[config.mk]
export PLATFORM = sky130hd
export DESIGN_NAME = mem_arbiter_n
export DESIGN_NICKNAME = d
export VERILOG_FILES = /design/src/rtl/mem_arbiter_n.sv
export SDC_FILE = /design/constraint.sdc
export NUM_CORES = 1
export LEC_CHECK = 0
export CORE_AREA = 4 4 357 359
export CTS_BUF_LIST = sky130_fd_sc_hd__clkbuf_4
export CTS_CLUSTER_DIAMETER = 30
export DETAILED_ROUTE_END_ITERATION = 16
export DIE_AREA = 0 0 361 363
export SLEW_MARGIN = 30
export SYNTH_ARGS = -nofsm -noshare
export SYNTH_HDL_FRONTEND = slang
export SYNTH_SLANG_ARGS = --single-unit
[constraint.sdc]
create_clock -name clk -period 1.6 [get_ports clk]
set_input_delay 0.24 -clock clk [delete_from_list [all_inputs] [get_ports clk]]
set_output_delay 0.24 -clock clk [all_outputs]
set_load 0.005 [all_outputs]
[src/rtl/mem_arbiter_n.sv]
// mem_arbiter_n -- N-channel arbiter in front of a single-port main memory.
//
// One channel is granted at a time. Its request is forwarded over the
// mem_enable/mem_ack handshake. Read data and a one-hot acknowledge are
// returned to that channel. Arbitration is fixed priority (lowest index wins)
// or round-robin. An optional cycle timeout aborts a stalled access and
// flags ch_err.
//
// Ports
//   clk, reset          : clock, synchronous active-high reset
//   ch_req/ch_rw        : per-channel request and direction (1 = read)
//   ch_addr/ch_wdata    : per-channel address and write data, slice i = channel i
//   ch_ack              : one-hot acknowledge, held until the four-phase close
//   ch_rdata/ch_err     : shared read data and timeout flag, valid with ch_ack
//   grant_id/busy       : currently granted channel, arbiter not idle
//   mem_*               : memory request side (enable/rw/addr/data, ack/data back)
module mem_arbiter_n #(
  parameter int NUM_CH  = 3,
  parameter int ADDR_W  = 32,
  parameter int DATA_W  = 128,
  parameter int RR_MODE = 0,
  parameter int TIMEOUT = 0
) (
  input  logic                           clk,
  input  logic                           reset,
  input  logic [NUM_CH-1:0]              ch_req,
  input  logic [NUM_CH-1:0]              ch_rw,
  input  logic [NUM_CH-1:0][ADDR_W-1:0]  ch_addr,
  input  logic [NUM_CH-1:0][DATA_W-1:0]  ch_wdata,
  output logic [NUM_CH-1:0]              ch_ack,
  output logic [DATA_W-1:0]              ch_rdata,
  output logic                           ch_err,
  output logic [$clog2(NUM_CH)-1:0]      grant_id,
  output logic                           busy,
  output logic                           mem_enable,
  output logic                           mem_rw,
  output logic [ADDR_W-1:0]              mem_addr,
  output logic [DATA_W-1:0]              mem_data_in,
  input  logic                           mem_ack,
  input  logic [DATA_W-1:0]              mem_data_out
);

  localparam int GW    = $clog2(NUM_CH);
  localparam int CNT_W = (TIMEOUT > 1) ? $clog2(TIMEOUT) : 1;
  localparam logic [CNT_W-1:0] CNT_MAX = CNT_W'((TIMEOUT > 0) ? TIMEOUT - 1 : 0);

  typedef enum logic [1:0] {IDLE, BUSY, DONE} state_t;

  state_t           state;
  logic [GW-1:0]    rr_ptr;
  logic [CNT_W-1:0] cnt;
  logic             win_vld;
  logic [GW-1:0]    win_id;
  logic [NUM_CH-1:0] grant_oh;
  logic [GW-1:0]    ptr_next;

  // Scan offsets from highest to lowest so the lowest offset is the last
  // assignment and therefore wins. Offsets are relative to rr_ptr in
  // round-robin mode and to channel 0 in fixed-priority mode.
  always_comb begin
    win_vld = 1'b0;
    win_id  = '0;
    for (int off = NUM_CH - 1; off >= 0; off--) begin
      logic [GW-1:0] idx;
      idx = (RR_MODE != 0) ? GW'((int'(rr_ptr) + off) % NUM_CH) : GW'(off);
      if (ch_req[idx]) begin
        win_vld = 1'b1;
        win_id  = idx;
      end
    end
  end

  assign grant_oh = {{(NUM_CH-1){1'b0}}, 1'b1} << grant_id;
  assign ptr_next = (grant_id == GW'(NUM_CH - 1)) ? '0 : grant_id + 1'b1;
  assign busy     = (state != IDLE);

  always_ff @(posedge clk) begin
    if (reset) begin
      state       <= IDLE;
      ch_ack      <= '0;
      ch_rdata    <= '0;
      ch_err      <= 1'b0;
      grant_id    <= '0;
      mem_enable  <= 1'b0;
      mem_rw      <= 1'b1;
      mem_addr    <= '0;
      mem_data_in <= '0;
      rr_ptr      <= '0;
      cnt         <= '0;
    end else begin
      case (state)
        IDLE: if (win_vld) begin
          grant_id    <= win_id;
          mem_rw      <= ch_rw[win_id];
          mem_addr    <= ch_addr[win_id];
          mem_data_in <= ch_rw[win_id] ? '0 : ch_wdata[win_id];
          mem_enable  <= 1'b1;
          cnt         <= '0;
          state       <= BUSY;
        end
        BUSY: begin
          if (mem_ack) begin
            mem_enable <= 1'b0;
            if (mem_rw) ch_rdata <= mem_data_out;
            ch_ack <= grant_oh;
            ch_err <= 1'b0;
            state  <= DONE;
          end else if (TIMEOUT > 0) begin
            // Abort: memory must tolerate enable dropping without an ack.
            if (cnt == CNT_MAX) begin
              mem_enable <= 1'b0;
              ch_ack     <= grant_oh;
              ch_err     <= 1'b1;
              state      <= DONE;
            end else begin
              cnt <= cnt + 1'b1;
            end
          end
        end
        DONE: if (!ch_req[grant_id] && !mem_ack) begin
          ch_ack <= '0;
          ch_err <= 1'b0;
          rr_ptr <= ptr_next;
          state  <= IDLE;
        end
        default: state <= IDLE;
      endcase
    end
  end

endmodule
## Yosys cells after proc, flatten, opt, wreduce, memory -nomap -nowiden

Index checks and enable logic that the tools add are counted.

| operators by class | value |
|---|---|
| equal/unequal tests | 5 |
| magnitude comparators | 2 |
| multiplexer cells | 27 |
| reduce and logical (&&, ||, !) cells | 12 |
| shift operators | 1 |

Operators by type and width:

| kind | count |
|---|---|
| $bmux W128 S2 | 1 |
| $mux W128 | 2 |
| $bmux W32 S2 | 1 |
| $mux W32 | 1 |
| $mux W2 | 6 |
| $reduce_and A3 Y1 | 4 |
| $mux W1 | 8 |
| $lt A2 B3 Y1 const B | 2 |
| $mux W3 | 2 |
| $ne A2 B2 Y1 const B | 3 |
| $pmux W2 S3 | 1 |
| $pmux W3 S2 | 1 |
| $reduce_bool A2 Y1 | 3 |
| $bmux W1 S2 | 2 |
| $pmux W1 S2 | 2 |
| $shl A1 B2 Y3 const A | 1 |
| $eq A2 B1 Y1 const B | 1 |
| $eq A2 B2 Y1 const B | 1 |
| $logic_not A1 Y1 | 2 |
| $logic_not A2 Y1 | 1 |
| $reduce_and A2 Y1 | 1 |
| $logic_and A1 B1 Y1 | 1 |

| word-level totals | value |
|---|---|
| output and inout port bits | 297 |
| bits of input ports | 617 |
| register bits after elaboration | 298 |
| word-level logic and storage cells | 56 |

## Longest topological paths before layout

| logic depth | value |
|---|---|
| word-level depth | 6 |
| mapped depth | 8 |
| mapped depth without buffers | 4 |

## Worst setup path before layout

OpenSTA, ideal clock, no wires.

| timing path | value |
|---|---|
| path type | register -> register |
| start point | register grant_id[0] |
| end point | register ch_ack[2] |
| data required time | 1.483 ns |
| setup slack | 0.096 ns |
| period minus slack after synthesis | 1.504 ns |
| cell stages (with the launch flop) | 5 |
| arrival time | 1.387 ns |
| library setup time | 0.117 ns |
| path buffers | 0 |
| cells stage by stage | dfxtp_1 > mux2_2 > a221oi_2 > a311oi_1 > a32o_1 |

| on the way | value |
|---|---|
| word-level cells in the longest chain between the ends | 6 |
| elaborated cells between the ends (all ways) | 9 |
| classes of those cells | eq/ne: 1; shift: 1; mux: 4; reduce/logical: 3 |

RTL lines:

| item | RTL line | source |
|---|---|---|
| from (decl) | 33 | `output logic [$clog2(NUM_CH)-1:0] grant_id,` |
| from (signal assigned) | 93 | `grant_id <= win_id;` |
| $bmux W1 S2 | 120 | `DONE: if (!ch_req[grant_id] && !mem_ack) begin` |
| $mux W1 (implied by the code) | 120 |  |
| $logic_not A1 Y1 | 120 |  |
| $logic_and A1 B1 Y1 | 120 |  |
| $ne A2 B2 Y1 (no line) | -- |  |
| $reduce_and A3 Y1 (no line) | -- |  |
| to (signal assigned) | 105 | `ch_ack <= grant_oh;` |
| to (signal assigned) | 112 | `ch_ack <= grant_oh;` |
| to (decl) | 30 | `output logic [NUM_CH-1:0] ch_ack,` |

Parallel ways exist; a longest one is shown, timed or not. The select of a mux whose other input is x is not followed.
A chain may end at the register's enable or synchronous reset.

## Worst setup path in the final report

| timing path | value |
|---|---|
| start point | register state[1] |
| end point | output busy |

| on the way | value |
|---|---|
| word-level cells in the longest chain between the ends | 1 |

RTL lines:

| item | RTL line | source |
|---|---|---|
| from (decl) | 49 | `state_t state;` |
| from (signal assigned) | 79 | `state <= IDLE;` |
| from (signal assigned) | 99 | `state <= BUSY;` |
| from (signal assigned) | 107 | `state <= DONE;` |
| $reduce_bool A2 Y1 | 75 | `assign busy = (state != IDLE);` |
| to (decl) | 34 | `output logic busy,` |

Every way passes these cells.

==> out/qor_table.md <==
| Parameter | Reported |
| --- | --- |
| Run status | finished, violations left |
| Violations in the final reports | negative setup slack |
| Share of the yosys chip area belonging to registers | 0.435 |
| Number of antenna violations at the first check in global routing | 58 |
| I/O pin total | 914 |
| Design internal power | 16.7 mW |
| Achievable frequency | 487 MHz |
| Crit path arrival time | 1810 ps |
| Leakage power | 13.3 nW |
| Pre-antenna DRT Iters | 5 |
| Post-placement cell count | 4187 |
| Placer Congestion | 0.938 |
| Area overhead of the layout relative to synthesis | 148% |
| Number of warnings issued by yosys | 0 |
| Setup Total Neg Slack | -73470 ps |
| Number of hold violations in the final report | 0 |
| Combinational fraction of design power | 0.329 |
| Proportion of power drawn by the clock network | 0.327 |
| RSZ-0062 raised after global routing | true |
| Cell types with the largest area share after synthesis | dfxtp_1, nand2_1, a22o_1 |
| Average instance area after synthesis | 8.19 sq um |
| Root Driver | clkbuf_4 |
| Crit-path slowest cell | dfxtp_2 |
| Detail-routed net length per standard cell | 25.4 um |
| All-layer global routing usage | 0.180 |
| Sort of element at the end of the critical path | output pin |
| Shortest period the worst path allows | 2060 ps |
| Largest family of logic cells by synthesized area | compound AO/OA/AOI/OAI gates |
| Maximum level of the CTS H-tree | 3 |
| Port buffer count | 912 |
| Post-route core utilization | 0.273 |
| DR vias | 20300 |
| Routed wire length | 127000 um |
| Iter 0 DRT Violations | 1501 |
| Worst vdd rail ir drop | 0.565 mV |
| Fin nets | 3875 |
| Final number of max-transition violations | 0 |
| Adder and majority gate portion of the synthesized area | 0 |
| Total power per unit cell area | 732 mW/mm^2 |
| Fraction of power spent switching nets | 0.327 |
| Worst hold margin | 176 ps |
| TritonCTS clock tree | built |
| Xor and xnor fraction of the mapped netlist area | 0 |
| Area of the core | 0.124 sq mm |
| Sum of overflow across all layers after global routing | 0 |
| Dominant cell type by area after synthesis | dfxtp_1 |
| Family with the most delay on the worst path | buffers and inverters |
| Count of buffering cells on the critical path with inverters included | 4 |
| Top library cells by usage in the layout, fill and taps aside | clkdlybuf4s50_1, dlygate4sd3_1, nand2_1 |
| Die Y-Extent | 363 um |
| Skew final | 89.7 ps |
| Die width | 361 um |
| Post-synth net total | 2284 |
| Insertion delay to the later sink of the worst-skew pair | 1080 ps |
| Share of cell area taken by muxes after synthesis | 0.000824 |
| Kind of start point of the critical path | flip-flop |
| Compound-gate portion of the synthesized area | 0.252 |
| Area share of the largest cell type after synthesis | 0.435 |
| Reg power frac | 0.344 |
| Most common cell type on the critical path | buf_6 |
| Count of endpoints failing setup in the final report | 462 |
| Post-detailed-placement half-perimeter wirelength | 99200 um |
| Clock-pin slew on the worst setup and hold paths | 60 ps |
| Cells along the critical path | nor2_4, buf_12, buf_6, inv_2, buf_6 |
| Cell area after synthesis | 0.0137 sq mm |
| Class of the tightest hold or removal check | in -> reg |
| Antenna-violating nets left | 0 |
| Simple-gate share of the synthesized area | 0.242 |
| Post-synthesis cell count | 1667 |
| Share of layout cells above drive strength 1 | 0.299 |
| Flip-flop and latch count after synthesis | 297 |
| Relative slew slack | 0.651 |
| Placement Rows | 129 |
| Vias per Instance | 4.06 |
| TritonCTS buffer count | 103 |
| CP Class | reg -> out |
| Largest net degree at the start of global routing | 100 |
| Worst-Margin Slew | 523 ps |
| Non-filler cells, final | 5003 |
| Die area | 0.131 sq mm |
| Critical path data required time | 1360 ps |
| Global-route wire length before repair | 166000 um |
| Max Buffers Root-to-Sink | 3 |
| Maximum Capacitance Violations | 0 |
| Unique cell type count in the Yosys netlist | 36 |
| Vias in the first global route | 21000 |
| Maximum fanout along the worst path | 2 |
| Net switching power figure | 8.11 mW |
| Starting Density | 0.110 |
| Design Power | 24.8 mW |
| Commonest non-fill, non-tap cell in the layout | clkdlybuf4s50_1 |
| Crit share post-route | 1.28 |
| Highest cell delay on the worst timing path | 330 ps |
| Remaining DRCs | 0 |
| Slack of the critical path | -455 ps |
| Clock sink count | 297 |
[synthesized netlist by cell type, drive strengths merged]
library cell  count
a311oi            1
a221oi            2
a2bb2oi          31
and2              1
clkbuf           84
mux2              1
nand3b          131
and3b             1
buf              87
o21a              1
a22oi            32
a22o            130
nand2           388
nor3              2
nand3           128
a211oi           33
or3               1
dfxtp           297
nor2b             4
o21ai           131
o2111ai           1
a21oi           133
conb              1
inv               5
or2               2
a32o              1
nor2             37
nand2b            1
[registers in the layout, summed over array words and instances, names as in the netlist]
signal	flops
ch_rdata	128
mem_data_in	128
mem_addr	32
ch_ack	3
grant_id	2
state	2
mem_enable	1
mem_rw	1
[worst register-to-register path, stage by stage, from the launching register on]
cell	delay, ps
dfxtp_2	330
nor2_4	120
buf_12	140
buf_4	120
buf_12	120
buf_4	130
o21a_4	170
nor2_4	60
buf_4	150
buf_12	140
clkbuf_16	160
a22o_1	230
[what timing repair did]
action	4_1_cts	5_1_grt
hold endpoints to repair	297	0
setup endpoints to repair	322	497
cloned	0	16
hold buffers	546	0
pin swaps	1	16
gates resized for setup	1884	59
setup buffers	15	26
[per-layer routing]
metal  track usage  routed length [um]  part of all wire  up-vias
li1              -                   -                 -     9167
met1         0.211               50700              0.40     9774
met2         0.296               58200              0.46     1101
met3        0.0751               13400              0.10      263
met4        0.0655                4870             0.038       12
met5             0                  82           0.00064        -
[area by class of cell]
class / instances / area, sq um
Inverter: 5 / 18.8
Timing Repair Buffer: 1657 / 17200
Clock buffer: 128 / 961
Sequential cell: 297 / 6390
Antenna cell: 30 / 75.1
Tap cell: 1637 / 2050
Fill cell: 13100 / 90000
Multi-Input combinational cell: 1194 / 6830
Clock inverter: 55 / 269
[power groups by stage]
stage	clock (mW)	sequential (mW)	combinational [mW]
after floorplan	0	8.40	1.91
after global placement	0	8.45	6.16
after detailed placement	0	8.45	6.15
after CTS	8.46	8.50	7.68
after global routing	8.86	8.57	8.62
final	8.11	8.52	8.14
[path summary, 6_finish.rpt]
| path | startpoint | endpoint | slack [ps] | cells after the start |
|---|---|---|---|---|
| setup / recovery | state[1] | busy | -460 | 5 |
| hold / removal | ch_wdata[86] | mem_data_in[86] | 180 | 4 |
| setup reg to reg | state[1] | mem_data_in[121] | -370 | 11 |
| hold reg to reg | ch_rdata[103] | ch_rdata[103] | 460 | 2 |
[stage by stage]
stage               worst slack, ps  instance area (sq um)
global placement               -481                  25400
detailed placement             -494                  25400
floorplan                      95.5                  13700
finish                         -455                  33800
CTS                            -697                  32900
global route                   -671                  33800
[cell families (layout without fill, tap and decap cells)]
logic type             Yosys count  count (layout)
buffers and inverters          176            1845
flip-flops                     297             297
other                            1              31
AO/OA/AOI/OAI                  496             496
AND/OR/NAND/NOR                696             696
multiplexers                     1               1
No activity file was read; power rests on OpenSTA's default activity.
